<file path="src/rtl/uart_ahb_cmd_bridge_if.sv">
// Signal bundle between the UART command bridge and its environment: the UART byte
// stream, the external master port and the status strobes.
interface uart_ahb_cmd_bridge_if;
   logic [7:0]  rx_data;
   logic        rx_valid;
   logic [7:0]  tx_data;
   logic        tx_valid;
   logic        tx_ready;
   logic [31:0] ext_addr;
   logic [1:0]  ext_slv_sel_in;
   logic [31:0] ext_mast_din;
   logic        ext_wr;
   logic        ext_enable;
   logic        ext_hbusreq_in;
   logic [31:0] ext_mast_dout;
   logic        busy;
   logic        rx_drop;

   modport master (
      input  rx_data, rx_valid, tx_ready, ext_mast_dout,
      output tx_data, tx_valid, ext_addr, ext_slv_sel_in, ext_mast_din,
             ext_wr, ext_enable, ext_hbusreq_in, busy, rx_drop
   );

   modport slave (
      output rx_data, rx_valid, tx_ready, ext_mast_dout,
      input  tx_data, tx_valid, ext_addr, ext_slv_sel_in, ext_mast_din,
             ext_wr, ext_enable, ext_hbusreq_in, busy, rx_drop
   );
endinterface

</file>
<file path="src/rtl/uart_ahb_cmd_bridge.sv">
// UART command frames (cmd, 4 address bytes, optional 4 data bytes) turned into one
// external master transfer plus a UART response. Define BRIDGE_TIMEOUT_EN for an inter-byte timeout.
module uart_ahb_cmd_bridge #(
   parameter int XFER_CYCLES    = 4,
   parameter int TIMEOUT_CYCLES = 1000
) (
   input logic                   hclk,
   input logic                   hreset,
   uart_ahb_cmd_bridge_if.master bus
);
   localparam logic [2:0] CMD  = 3'd0;
   localparam logic [2:0] ADDR = 3'd1;
   localparam logic [2:0] DATA = 3'd2;
   localparam logic [2:0] XFER = 3'd3;
   localparam logic [2:0] RESP = 3'd4;
   localparam logic [7:0] XFER_LAST = 8'(XFER_CYCLES - 1);

   if (XFER_CYCLES < 1 || XFER_CYCLES > 255 || TIMEOUT_CYCLES < 1) begin : gBadParam
      $error("uart_ahb_cmd_bridge: parameter out of range");
   end

   logic [2:0]  state_q, state_d;
   logic [1:0]  byteCnt_q, byteCnt_d;
   logic [7:0]  xferCnt_q, xferCnt_d;
   logic [31:0] addr_q, addr_d;
   logic [31:0] wdata_q, wdata_d;
   logic        wr_q, wr_d;
   logic [1:0]  sel_q, sel_d;
   logic        badCmd_q, badCmd_d;
   logic [31:0] resp_q, resp_d;
   logic        txValid_q, txValid_d;
   logic        rxDrop_q, rxDrop_d;
   logic        respLast;
   logic        timeoutHit;

`ifdef BRIDGE_TIMEOUT_EN
   localparam int IDLE_W = $clog2(TIMEOUT_CYCLES + 1);
   logic [IDLE_W-1:0] idle_q;

   assign timeoutHit = (state_q == ADDR || state_q == DATA) && !bus.rx_valid &&
                       (idle_q == IDLE_W'(TIMEOUT_CYCLES - 1));

   always_ff @(posedge hclk) begin
      if (hreset || bus.rx_valid || !(state_q == ADDR || state_q == DATA)) begin
         idle_q <= '0;
      end else begin
         idle_q <= idle_q + 1'b1;
      end
   end
`else
   assign timeoutHit = 1'b0;
`endif

   // Response bytes leave from the top of resp_q; single-byte replies end after one accept.
   assign respLast = wr_q || badCmd_q || (byteCnt_q == 2'd3);

   always_comb begin
      state_d   = state_q;
      byteCnt_d = byteCnt_q;
      xferCnt_d = xferCnt_q;
      addr_d    = addr_q;
      wdata_d   = wdata_q;
      wr_d      = wr_q;
      sel_d     = sel_q;
      badCmd_d  = badCmd_q;
      resp_d    = resp_q;
      txValid_d = txValid_q;
      rxDrop_d  = bus.rx_valid && (state_q == XFER || state_q == RESP);
      case (state_q)
         CMD: begin
            if (bus.rx_valid) begin
               byteCnt_d = 2'd0;
               if (bus.rx_data[6:2] != 5'd0) begin
                  badCmd_d  = 1'b1;
                  resp_d    = {8'hEE, 24'h0};
                  txValid_d = 1'b1;
                  state_d   = RESP;
               end else begin
                  badCmd_d = 1'b0;
                  wr_d     = bus.rx_data[7];
                  sel_d    = bus.rx_data[1:0];
                  state_d  = ADDR;
               end
            end
         end
         ADDR: begin
            if (bus.rx_valid) begin
               addr_d    = {addr_q[23:0], bus.rx_data};
               byteCnt_d = byteCnt_q + 2'd1;
               if (byteCnt_q == 2'd3) begin
                  xferCnt_d = 8'd0;
                  state_d   = wr_q ? DATA : XFER;
               end
            end
         end
         DATA: begin
            if (bus.rx_valid) begin
               wdata_d   = {wdata_q[23:0], bus.rx_data};
               byteCnt_d = byteCnt_q + 2'd1;
               if (byteCnt_q == 2'd3) begin
                  xferCnt_d = 8'd0;
                  state_d   = XFER;
               end
            end
         end
         XFER: begin
            if (xferCnt_q == XFER_LAST) begin
               resp_d    = wr_q ? {8'hA5, 24'h0} : bus.ext_mast_dout;
               byteCnt_d = 2'd0;
               txValid_d = 1'b1;
               state_d   = RESP;
            end else begin
               xferCnt_d = xferCnt_q + 8'd1;
            end
         end
         RESP: begin
            if (txValid_q && bus.tx_ready) begin
               if (respLast) begin
                  txValid_d = 1'b0;
                  state_d   = CMD;
               end else begin
                  byteCnt_d = byteCnt_q + 2'd1;
                  resp_d    = {resp_q[23:0], 8'h00};
               end
            end
         end
         default: state_d = CMD;
      endcase
      if (timeoutHit) begin
         byteCnt_d = 2'd0;
         state_d   = CMD;
      end
   end

   always_ff @(posedge hclk) begin
      if (hreset) begin
         state_q   <= CMD;
         byteCnt_q <= 2'd0;
         xferCnt_q <= 8'd0;
         addr_q    <= 32'h0;
         wdata_q   <= 32'h0;
         wr_q      <= 1'b0;
         sel_q     <= 2'd0;
         badCmd_q  <= 1'b0;
         resp_q    <= 32'h0;
         txValid_q <= 1'b0;
         rxDrop_q  <= 1'b0;
      end else begin
         state_q   <= state_d;
         byteCnt_q <= byteCnt_d;
         xferCnt_q <= xferCnt_d;
         addr_q    <= addr_d;
         wdata_q   <= wdata_d;
         wr_q      <= wr_d;
         sel_q     <= sel_d;
         badCmd_q  <= badCmd_d;
         resp_q    <= resp_d;
         txValid_q <= txValid_d;
         rxDrop_q  <= rxDrop_d;
      end
   end

   assign bus.tx_data        = resp_q[31:24];
   assign bus.tx_valid       = txValid_q;
   assign bus.ext_addr       = addr_q;
   assign bus.ext_mast_din   = wdata_q;
   assign bus.ext_wr         = wr_q;
   assign bus.ext_slv_sel_in = sel_q;
   assign bus.ext_enable     = (state_q == XFER);
   assign bus.ext_hbusreq_in = (state_q == XFER);
   assign bus.busy           = (state_q != CMD);
   assign bus.rx_drop        = rxDrop_q;
endmodule

</file>
<file path="src/flat_wrapper.sv">
// flat-port wrapper written by rule: the top's interface ports become plain ports
module uart_ahb_cmd_bridge_flat 
#(
   parameter int XFER_CYCLES    = 4,
   parameter int TIMEOUT_CYCLES = 1000
)
  (hclk, hreset, bus_rx_data, bus_rx_valid, bus_tx_ready, bus_ext_mast_dout, bus_tx_data, bus_tx_valid, bus_ext_addr, bus_ext_slv_sel_in, bus_ext_mast_din, bus_ext_wr, bus_ext_enable, bus_ext_hbusreq_in, bus_busy, bus_rx_drop);
  uart_ahb_cmd_bridge_if bus_i ();
  input logic hclk;
  input logic hreset;
  input wire logic [$bits(bus_i.rx_data)-1:0] bus_rx_data;
  input wire logic [$bits(bus_i.rx_valid)-1:0] bus_rx_valid;
  input wire logic [$bits(bus_i.tx_ready)-1:0] bus_tx_ready;
  input wire logic [$bits(bus_i.ext_mast_dout)-1:0] bus_ext_mast_dout;
  output wire logic [$bits(bus_i.tx_data)-1:0] bus_tx_data;
  output wire logic [$bits(bus_i.tx_valid)-1:0] bus_tx_valid;
  output wire logic [$bits(bus_i.ext_addr)-1:0] bus_ext_addr;
  output wire logic [$bits(bus_i.ext_slv_sel_in)-1:0] bus_ext_slv_sel_in;
  output wire logic [$bits(bus_i.ext_mast_din)-1:0] bus_ext_mast_din;
  output wire logic [$bits(bus_i.ext_wr)-1:0] bus_ext_wr;
  output wire logic [$bits(bus_i.ext_enable)-1:0] bus_ext_enable;
  output wire logic [$bits(bus_i.ext_hbusreq_in)-1:0] bus_ext_hbusreq_in;
  output wire logic [$bits(bus_i.busy)-1:0] bus_busy;
  output wire logic [$bits(bus_i.rx_drop)-1:0] bus_rx_drop;
  assign bus_i.rx_data = bus_rx_data;
  assign bus_i.rx_valid = bus_rx_valid;
  assign bus_i.tx_ready = bus_tx_ready;
  assign bus_i.ext_mast_dout = bus_ext_mast_dout;
  assign bus_tx_data = bus_i.tx_data;
  assign bus_tx_valid = bus_i.tx_valid;
  assign bus_ext_addr = bus_i.ext_addr;
  assign bus_ext_slv_sel_in = bus_i.ext_slv_sel_in;
  assign bus_ext_mast_din = bus_i.ext_mast_din;
  assign bus_ext_wr = bus_i.ext_wr;
  assign bus_ext_enable = bus_i.ext_enable;
  assign bus_ext_hbusreq_in = bus_i.ext_hbusreq_in;
  assign bus_busy = bus_i.busy;
  assign bus_rx_drop = bus_i.rx_drop;
  uart_ahb_cmd_bridge #(.XFER_CYCLES(XFER_CYCLES), .TIMEOUT_CYCLES(TIMEOUT_CYCLES)) u_core (.hclk(hclk), .hreset(hreset), .bus(bus_i));
endmodule
</file>
<file path="config.mk">
export PLATFORM = sky130hd
export DESIGN_NAME = uart_ahb_cmd_bridge_flat
export DESIGN_NICKNAME = d
export VERILOG_FILES = /design/src/rtl/uart_ahb_cmd_bridge_if.sv /design/src/rtl/uart_ahb_cmd_bridge.sv /design/src/flat_wrapper.sv
export SDC_FILE = /design/constraint.sdc
export NUM_CORES = 1
export LEC_CHECK = 0
export ABC_AREA = 1
export CORE_AREA = 5 5 107 109
export DETAILED_ROUTE_END_ITERATION = 10
export DIE_AREA = 0 0 112 114
export GPL_TIMING_DRIVEN = 0
export PLACE_DENSITY_LB_ADDON = 0.08
export SLEW_MARGIN = 30
export SYNTH_ARGS = -nofsm -noshare
export SYNTH_HDL_FRONTEND = slang
export SYNTH_SLANG_ARGS = --single-unit
</file>
<file path="constraint.sdc">
create_clock -name hclk -period 1.84 [get_ports hclk]
set_input_delay 0.184 -clock hclk [delete_from_list [all_inputs] [get_ports hclk]]
set_output_delay 0.184 -clock hclk [all_outputs]
set_load 0.03 [all_outputs]
</file>
==> results.md, run 1 <==
* Run status: finished, final reports clean
* Critical setup path kind: flip-flop to output port
* Area of the mapped netlist at 4910 sq um
* Post-route cell area at 6940 sq um
* Antenna violations before repair at 0
* Site Rows at 38
* Cell chosen for the clock root: sky130_fd_sc_hd__clkbuf_8
* Worst Setup Start Kind: flip-flop
* DR DRC count at 0
* Fraction of final layout cells with drive strength greater than 1 at 0.0940
* Post-DR wirelength/cell at 13.4 microns
* Final max-slew violation count at 0
* Max Root-Sink Buffers at 2
* Diode count at 0
* Flop-to-flop setup slack at 130 ps
* Endpoint of the worst-slack reg-to-reg timing path: u_core.resp_q[18]$_SDFFE_PP0P_
* Cell with the largest stage delay on the worst path: sky130_fd_sc_hd__clkdlybuf4s50_1
* End-of-flow core utilization at 0.661
* Worst EP arrival at 1630 ps
* Startpoint of the worst-slack reg-to-reg timing path: u_core.byteCnt_q[0]$_SDFFE_PP0P_
* Critical path's top delay family: buffers and inverters
* Worst Hold End: u_core.bus.rx_drop$_SDFF_PP0_
* Worst slew margin at 0.644
* Post-route ant nets at 0
* Aggregate global routing overflow at 0
* Class of the tightest hold or removal check: input pin to flip-flop
* Final Hold Fails at 0
* Count of input and output buffers at 122
* Largest voltage drop on the vdd net at 0.000749 V
* Number of setup buffers added after CTS at 0
* CTS Sinks at 115
* Maximum number of pins on one net before global-route repair at 17
* Detailed-route via count at 4986
* Number of flip-flops and latches in the synthesized netlist at 115
* Max capacitance violation total at 0
* # IOs at 124
* Clock transition at the registers of the reported paths at 60 ps
* Count of buffer and inverter cells on the critical path at 2
* Final-stage net count at 917
* Via count of the first global-routing pass at 4901
* Sequential cell area at 2310 sq um
* Total number of H-tree levels at 4
* Initial core utilization at 0.467
* Core Box Area at 10500 sq um
* Post-DP Area at 6310 sq um
* Number of distinct library cell variants in the gate-level netlist after synthesis at 24
* Total power draw at 11.2 mW
* Number of CTS-inserted buffers at 17
* Synthesized instance count at 730
* WP data required at 1660 ps
* Actual slew at the worst max-slew pin at 534 ps
* Initial DRT Pass Iterations at 5
* Clk_lat worst skew at 510 ps
* Sum of net half-perimeters after detailed placement at 9.85 mm
* Maximum frequency from static timing analysis at 0.553 GHz
* Crit path time final at 1810 ps
* Number of design-rule violations left by the first detailed-router iteration at 259
* Synthesis warning total at 0
* Endpoint class of the critical path: output port
* Leak Pwr at 3.25 nW
* Portion of the post-synthesis area used by sequential elements at 0.469
* Final setup skew at 7.24 ps
* Wire length of the first global-routing pass at 22.8 mm
* Hold-fix buffers, CTS at 0
* Worst Hold Launch: hreset
* Layout-stage area growth over the synthesis result at 41.3%
* Biggest fanout along the worst timing path at 2
* Die Y-Extent at 114 microns
* Worst path cell trace: buf_4 > clkdlybuf4s50_1
* Delay contributed by the slowest stage of the critical path at 660 ps
* Register-to-Register Path Depth at 11
* Number of filler instances in the final layout at 937
* Mean cell area of the mapped netlist at 6.73 sq um
* Footprint of the multi-input gates at 2220 sq um
* Period utilisation layout at 0.983
* PwrDens at 1610 nW/um^2
* Routability-driven placement congestion ratio at 0.811
* Net Count, Synth at 776
* Routed vias/inst at 4.87
* Global-route total usage across every layer at 0.218
* Floorplan die width at 112 microns
* Total detailed-routing wirelength at 13.7 mm
* Final count of negative-setup-slack endpoints at 0
* Die ar. at 12800 sq um
* Clock tree from TritonCTS: built
* Cell depth of the worst min-delay path at 2
==> report_power, final <==
group          total [mW]  switching, mW  internal (mW)  leakage (nW)
sequential           3.46          0.376           3.08         0.939
combinational        4.49           2.76           1.73          2.04
clock                3.25           1.13           2.11         0.280
total                11.2           4.27           6.93          3.25
==> per-stage QoR <==
stage | TNS [ps] | hold WS (ps) | worst slack [ps] | cells
floorplan | 0 | 306 | 248 | 730
global placement | -3950 | 463 | -163 | 992
detailed placement | -6980 | 472 | -206 | 992
CTS | 0 | 53.9 | 8.17 | 1023
global route | -30.9 | 110 | -10.3 | 1023
finish | 0 | 81.1 | 30.9 | 1023
==> worst max path at each step <==
stage	from	endpoint	cells past startpoint	slack (ps)
2_1_floorplan	u_core.xferCnt_q[0]$_SDFFE_PP0P_	u_core.resp_q[25]$_SDFFE_PP0P_	12	250
6_report	u_core.resp_q[29]$_SDFFE_PP0P_	bus_tx_data[5]	2	30
3_3_place_gp	bus_rx_valid	u_core.bus.ext_mast_din[14]$_SDFFE_PP0P_	7	-160
4_1_cts	u_core.state_q[1]$_SDFFE_PP0P_	bus_busy	5	8
3_5_place_dp	bus_rx_valid	u_core.bus.ext_mast_din[14]$_SDFFE_PP0P_	7	-210
5_1_grt	u_core.xferCnt_q[1]$_SDFFE_PP0P_	u_core.resp_q[27]$_SDFFE_PP0P_	12	-10
==> timing repair <==
action | in CTS | in global routing
endpoints found under the setup margin | 15 | 97
pin swaps | 1 | 1
gates resized for setup | 18 | 33
==> Yosys cell counts (all sizes together) <==
| cell type | count | share of area |
|---|---|---|
| nor3b | 1 | 0.0015 |
| a21oi | 27 | 0.028 |
| o21ai | 76 | 0.077 |
| clkinv | 2 | 0.0015 |
| clkbuf | 19 | 0.015 |
| nand4 | 3 | 0.0038 |
| ha | 2 | 0.0051 |
| dfxtp | 115 | 0.47 |
| o211ai | 1 | 0.0015 |
| nand3b | 1 | 0.0015 |
| nor2 | 218 | 0.17 |
| nand2 | 175 | 0.14 |
| inv | 48 | 0.037 |
| o21bai | 4 | 0.0061 |
| buf | 25 | 0.034 |
| nand3 | 13 | 0.014 |
==> flip-flops by register name, summed over array words and instances (netlist names) <==
register	flops
u_core.resp_q	32
u_core.state_q	3
u_core.xferCnt_q	8
u_core.bus.ext_mast_din	32
u_core.bus.ext_wr	1
u_core.byteCnt_q	2
u_core.bus.ext_slv_sel_in	2
u_core.bus.ext_addr	32
u_core.bus.tx_valid	1
u_core.bus.rx_drop	1
u_core.badCmd_q	1
==> metal layers <==
metal  wire length [microns]  track usage  vias up
li1                        -            -     2538
met1                    6000        0.259     2292
met2                    6470        0.362      140
met3                    1070       0.0838       16
met4                     179       0.0777        0
met5                       0            0        -
==> final cells by class <==
| cell class | count | area share |
|---|---|---|
| Buffer | 44 | 0.0371 |
| Timing Repair Buffer | 122 | 0.175 |
| Multi-Input combinational cell | 521 | 0.319 |
| Clock buffer | 21 | 0.0647 |
| Inverter | 50 | 0.0274 |
| Tap cell | 140 | 0.0252 |
| Clock inverter | 10 | 0.0191 |
| Sequential cell | 115 | 0.332 |
==> logic make-up (layout without fill, tap and decap cells) <==
family | Yosys count | count (layout) | synth area share
buffers and inverters | 94 | 247 | 0.0871
DFF | 115 | 115 | 0.469
and+or+nand+nor | 411 | 411 | 0.327
adders and majority gates | 2 | 2 | 0.00509
AOI/OAI and AO/OA | 108 | 108 | 0.113
==> placed cells by master, fill, tap and decap left out, drive strengths merged <==
master	n
o21bai	4
ha	2
nand4	3
nand3b	1
clkdlybuf4s50	115
bufinv	3
nand2	175
nor3b	1
clkinvlp	3
o211ai	1
clkinv	4
o21ai	76
dlymetal6s2s	3
a21oi	27
inv	50
clkbuf	42
nand3	13
dfxtp	115
nor2	218
dlygate4sd2	1
buf	26
Power figures use the tool's default switching activity.
==> run 2, diff against run 1 <==
--- a/config.mk
+++ b/config.mk
@@ -6,11 +6,14 @@
 export NUM_CORES = 1
 export LEC_CHECK = 0
 export ABC_AREA = 1
-export CORE_AREA = 5 5 107 109
+export CELL_PAD_IN_SITES_DETAIL_PLACEMENT = 1
+export CELL_PAD_IN_SITES_GLOBAL_PLACEMENT = 1
+export CORE_AREA = 5 5 127 129
 export DETAILED_ROUTE_END_ITERATION = 10
-export DIE_AREA = 0 0 112 114
+export DIE_AREA = 0 0 132 134
 export GPL_TIMING_DRIVEN = 0
 export PLACE_DENSITY_LB_ADDON = 0.08
+export REMOVE_ABC_BUFFERS = 1
 export SLEW_MARGIN = 30
 export SYNTH_ARGS = -nofsm -noshare
 export SYNTH_HDL_FRONTEND = slang
==> run 2 against run 1 <==
First-iteration DRC count decreased by 32%. Sequential share of layout area is 0.78 points lower. Clock skew is 4.6 ps higher. Combinational power grew 5.6%. Final cell count up 2.4%. Die area up 39%. Critical endpoint is now u_core.resp_q[4]$_SDFFE_PP0P_. Largest cell class unchanged. Largest power group unchanged.
==> results.md, run 2 (synthesis results as in run 1) <==
* Clock tree from TritonCTS: built
* Worst EP arrival at 2080 ps
* Number of design-rule violations left by the first detailed-router iteration at 177
* Largest voltage drop on the vdd net at 0.000670 V
* Max capacitance violation total at 0
* Critical path's top delay family: simple AND/OR/NAND/NOR gates
* Worst path cell trace: inv_1 > nor2_2 > nand2_4 > nand2_1 > nand2_4 > nor2_4 > buf_4 > buf_8 > nand2_1 > nand2_1 > nor2_1
* Core Box Area at 14900 sq um
* Initial DRT Pass Iterations at 4
* Count of buffer and inverter cells on the critical path at 3
* Cell depth of the worst min-delay path at 3
* Endpoint class of the critical path: flip-flop
* Max Root-Sink Buffers at 2
* Diode count at 0
* Crit path time final at 1770 ps
* Routed vias/inst at 4.77
* Count of input and output buffers at 123
* Final setup skew at 11.8 ps
* Maximum number of pins on one net before global-route repair at 57
* Clock transition at the registers of the reported paths at 60 ps
* Aggregate global routing overflow at 0
* Actual slew at the worst max-slew pin at 498 ps
* Worst Setup Start Kind: flip-flop
* Number of CTS-inserted buffers at 17
* Fraction of final layout cells with drive strength greater than 1 at 0.100
* Cell with the largest stage delay on the worst path: sky130_fd_sc_hd__dfxtp_1
* Leading cell type in the layout, fill and taps excluded: sky130_fd_sc_hd__nor2_1
* Worst Hold End: u_core.bus.ext_addr[5]$_SDFFE_PP0P_
* Final-stage net count at 893
* Site Rows at 45
* Power share of the combinational group at 0.402
* Startpoint of the worst-slack reg-to-reg timing path: u_core.state_q[0]$_SDFFE_PP0P_
* Wire length of the first global-routing pass at 25.1 mm
* Commonest non-fill, non-tap cells in the layout: sky130_fd_sc_hd__nor2_1 (207), sky130_fd_sc_hd__nand2_1 (168), sky130_fd_sc_hd__clkdlybuf4s50_1 (119), sky130_fd_sc_hd__dfxtp_1 (111), sky130_fd_sc_hd__o21ai_0 (76)
* RSZ-0062 raised after global routing: true
* Register-to-Register Path Depth at 11
* Crit path depth at 11
* Clk_lat worst skew at 420 ps
* Worst slew margin at 0.667
* Period utilisation layout at 0.959
* Power share of the clock group at 0.302
* Detailed-route via count at 5001
* Via count of the first global-routing pass at 5195
* Post-route ant nets at 0
* Run status: finished, final reports clean
* Worst Hold Launch: bus_rx_data[5]
* Biggest fanout along the worst timing path at 14
* # IOs at 124
* Library cell appearing most often on the critical path: sky130_fd_sc_hd__nand2_1
* DP Worst Slack at -702 ps
* Post-DR wirelength/cell at 14.8 microns
* DR DRC count at 0
* Switching share of total power at 0.390
* Final total negative setup slack at 0 ps
* Flop-to-flop setup slack at 70 ps
* Antenna violations before repair at 0
* Post-route non-filler standard cell count at 1048
* Endpoint of the worst-slack reg-to-reg timing path: u_core.resp_q[4]$_SDFFE_PP0P_
* Final count of negative-setup-slack endpoints at 0
* Total number of H-tree levels at 4
* Die ar. at 17700 sq um
* CTS Sinks at 115
* Floorplan die width at 132 microns
* Layout-stage area growth over the synthesis result at 45.1%
* Final max-slew violation count at 0
* Delay contributed by the slowest stage of the critical path at 370 ps
* Final Hold Fails at 0
* Net switching component of the power at 4.59 mW
* Initial core utilization at 0.329
* Class of the tightest hold or removal check: input pin to flip-flop
* Critical setup path kind: flip-flop to flip-flop
* Die Y-Extent at 134 microns
* Routability-driven placement congestion ratio at 0.780
* Total detailed-routing wirelength at 15.5 mm
* Final Worst Setup Slack at 74.6 ps
* Cell chosen for the clock root: sky130_fd_sc_hd__clkbuf_16
* Global-route total usage across every layer at 0.171
* Maximum frequency from static timing analysis at 0.566 GHz
* Hold-fix buffers, CTS at 0
* WP data required at 2160 ps
* Leak Pwr at 3.22 nW
* Sum of net half-perimeters after detailed placement at 10.0 mm
* Cells after DPL at 1002
* Share of total power in sequential cells at 0.296
* Internal portion of total power at 7.18 mW
* Hold_ws at 380 ps
* PwrDens at 1650 nW/um^2
[run 2: changes by cell type in the layout (fill, tap and decap cells not counted), moves of 4 or more]
| cell | change |
|---|---|
| sky130_fd_sc_hd__clkdlybuf4s50_1 | +4 |
| sky130_fd_sc_hd__clkinv_4 | +4 |
| sky130_fd_sc_hd__inv_6 | +5 |
| sky130_fd_sc_hd__nor2_1 | -4 |
| sky130_fd_sc_hd__buf_2 | -9 |
| sky130_fd_sc_hd__clkbuf_2 | -5 |
| sky130_fd_sc_hd__nor2_4 | +4 |
| sky130_fd_sc_hd__clkbuf_1 | -14 |
[run 2: worst max path at each step]
stage | slack (ps) | from | end
after floorplan | -940 | u_core.state_q[0]$_SDFFE_PP0P_ | u_core.bus.ext_addr[0]$_SDFFE_PP0P_
after detailed placement | -700 | bus_rx_valid | u_core.resp_q[31]$_SDFFE_PP0P_
after CTS | -60 | u_core.xferCnt_q[0]$_SDFFE_PP0P_ | u_core.resp_q[31]$_SDFFE_PP0P_
after global routing | -50 | u_core.xferCnt_q[0]$_SDFFE_PP0P_ | u_core.resp_q[4]$_SDFFE_PP0P_
after global placement | -2570 | bus_rx_valid | u_core.bus.ext_addr[13]$_SDFFE_PP0P_
final | 70 | u_core.state_q[0]$_SDFFE_PP0P_ | u_core.resp_q[4]$_SDFFE_PP0P_
[run 2: metal layers]
layer  part of all wire  track usage  vias to the layer above
li1                   -            -                     2496
met1               0.43        0.193                     2397
met2               0.49        0.293                       94
met3              0.067       0.0743                       14
met4              0.012       0.0537                        0
met5                  0            0                        -
[run 2: metrics by stage]
stage | instance area, sq um | util | total power, mW
6_report | 7130 | 0.478 | 11.8
5_1_grt | 7130 | 0.478 | 12.6
4_1_cts | 6980 | 0.468 | 11.6
3_5_place_dp | 6300 | 0.422 | 7.81
3_3_place_gp | 6140 | 0.411 | 7.54
2_1_floorplan | 4670 | - | 6.18
[run 2: final cells by class]
type	count	area, sq um
timing repair buffer	141	1460
multi-input combinational	522	2280
inverter	50	210
clock inverter	15	206
fill	1849	7790
tap	188	235
sequential	115	2310
clock buffer	17	425
[run 2: power by group through the flow]
stage / logic (mW) / clock network, mW / registers, mW
floorplan: 2.17 / 0 / 4.01
global placement: 3.98 / 0 / 3.56
detailed placement: 4.32 / 0 / 3.49
global route: 5.28 / 3.75 / 3.57
CTS: 4.48 / 3.62 / 3.46
finish: 4.74 / 3.55 / 3.48
[run 2: tightest hold or removal path, cell delays in order]
cell                              delay (ps)
sky130_fd_sc_hd__clkdlybuf4s50_1         420
sky130_fd_sc_hd__inv_1                    80
sky130_fd_sc_hd__a21oi_1                  60
[run 2: timing repair]
action | 4_1_cts | 5_1_grt
buffers inserted | 1 | 10
pin swaps | 1 | 4
gates resized for setup | 15 | 31
setup endpoints to repair | 90 | 55
cloned | 1 | 2
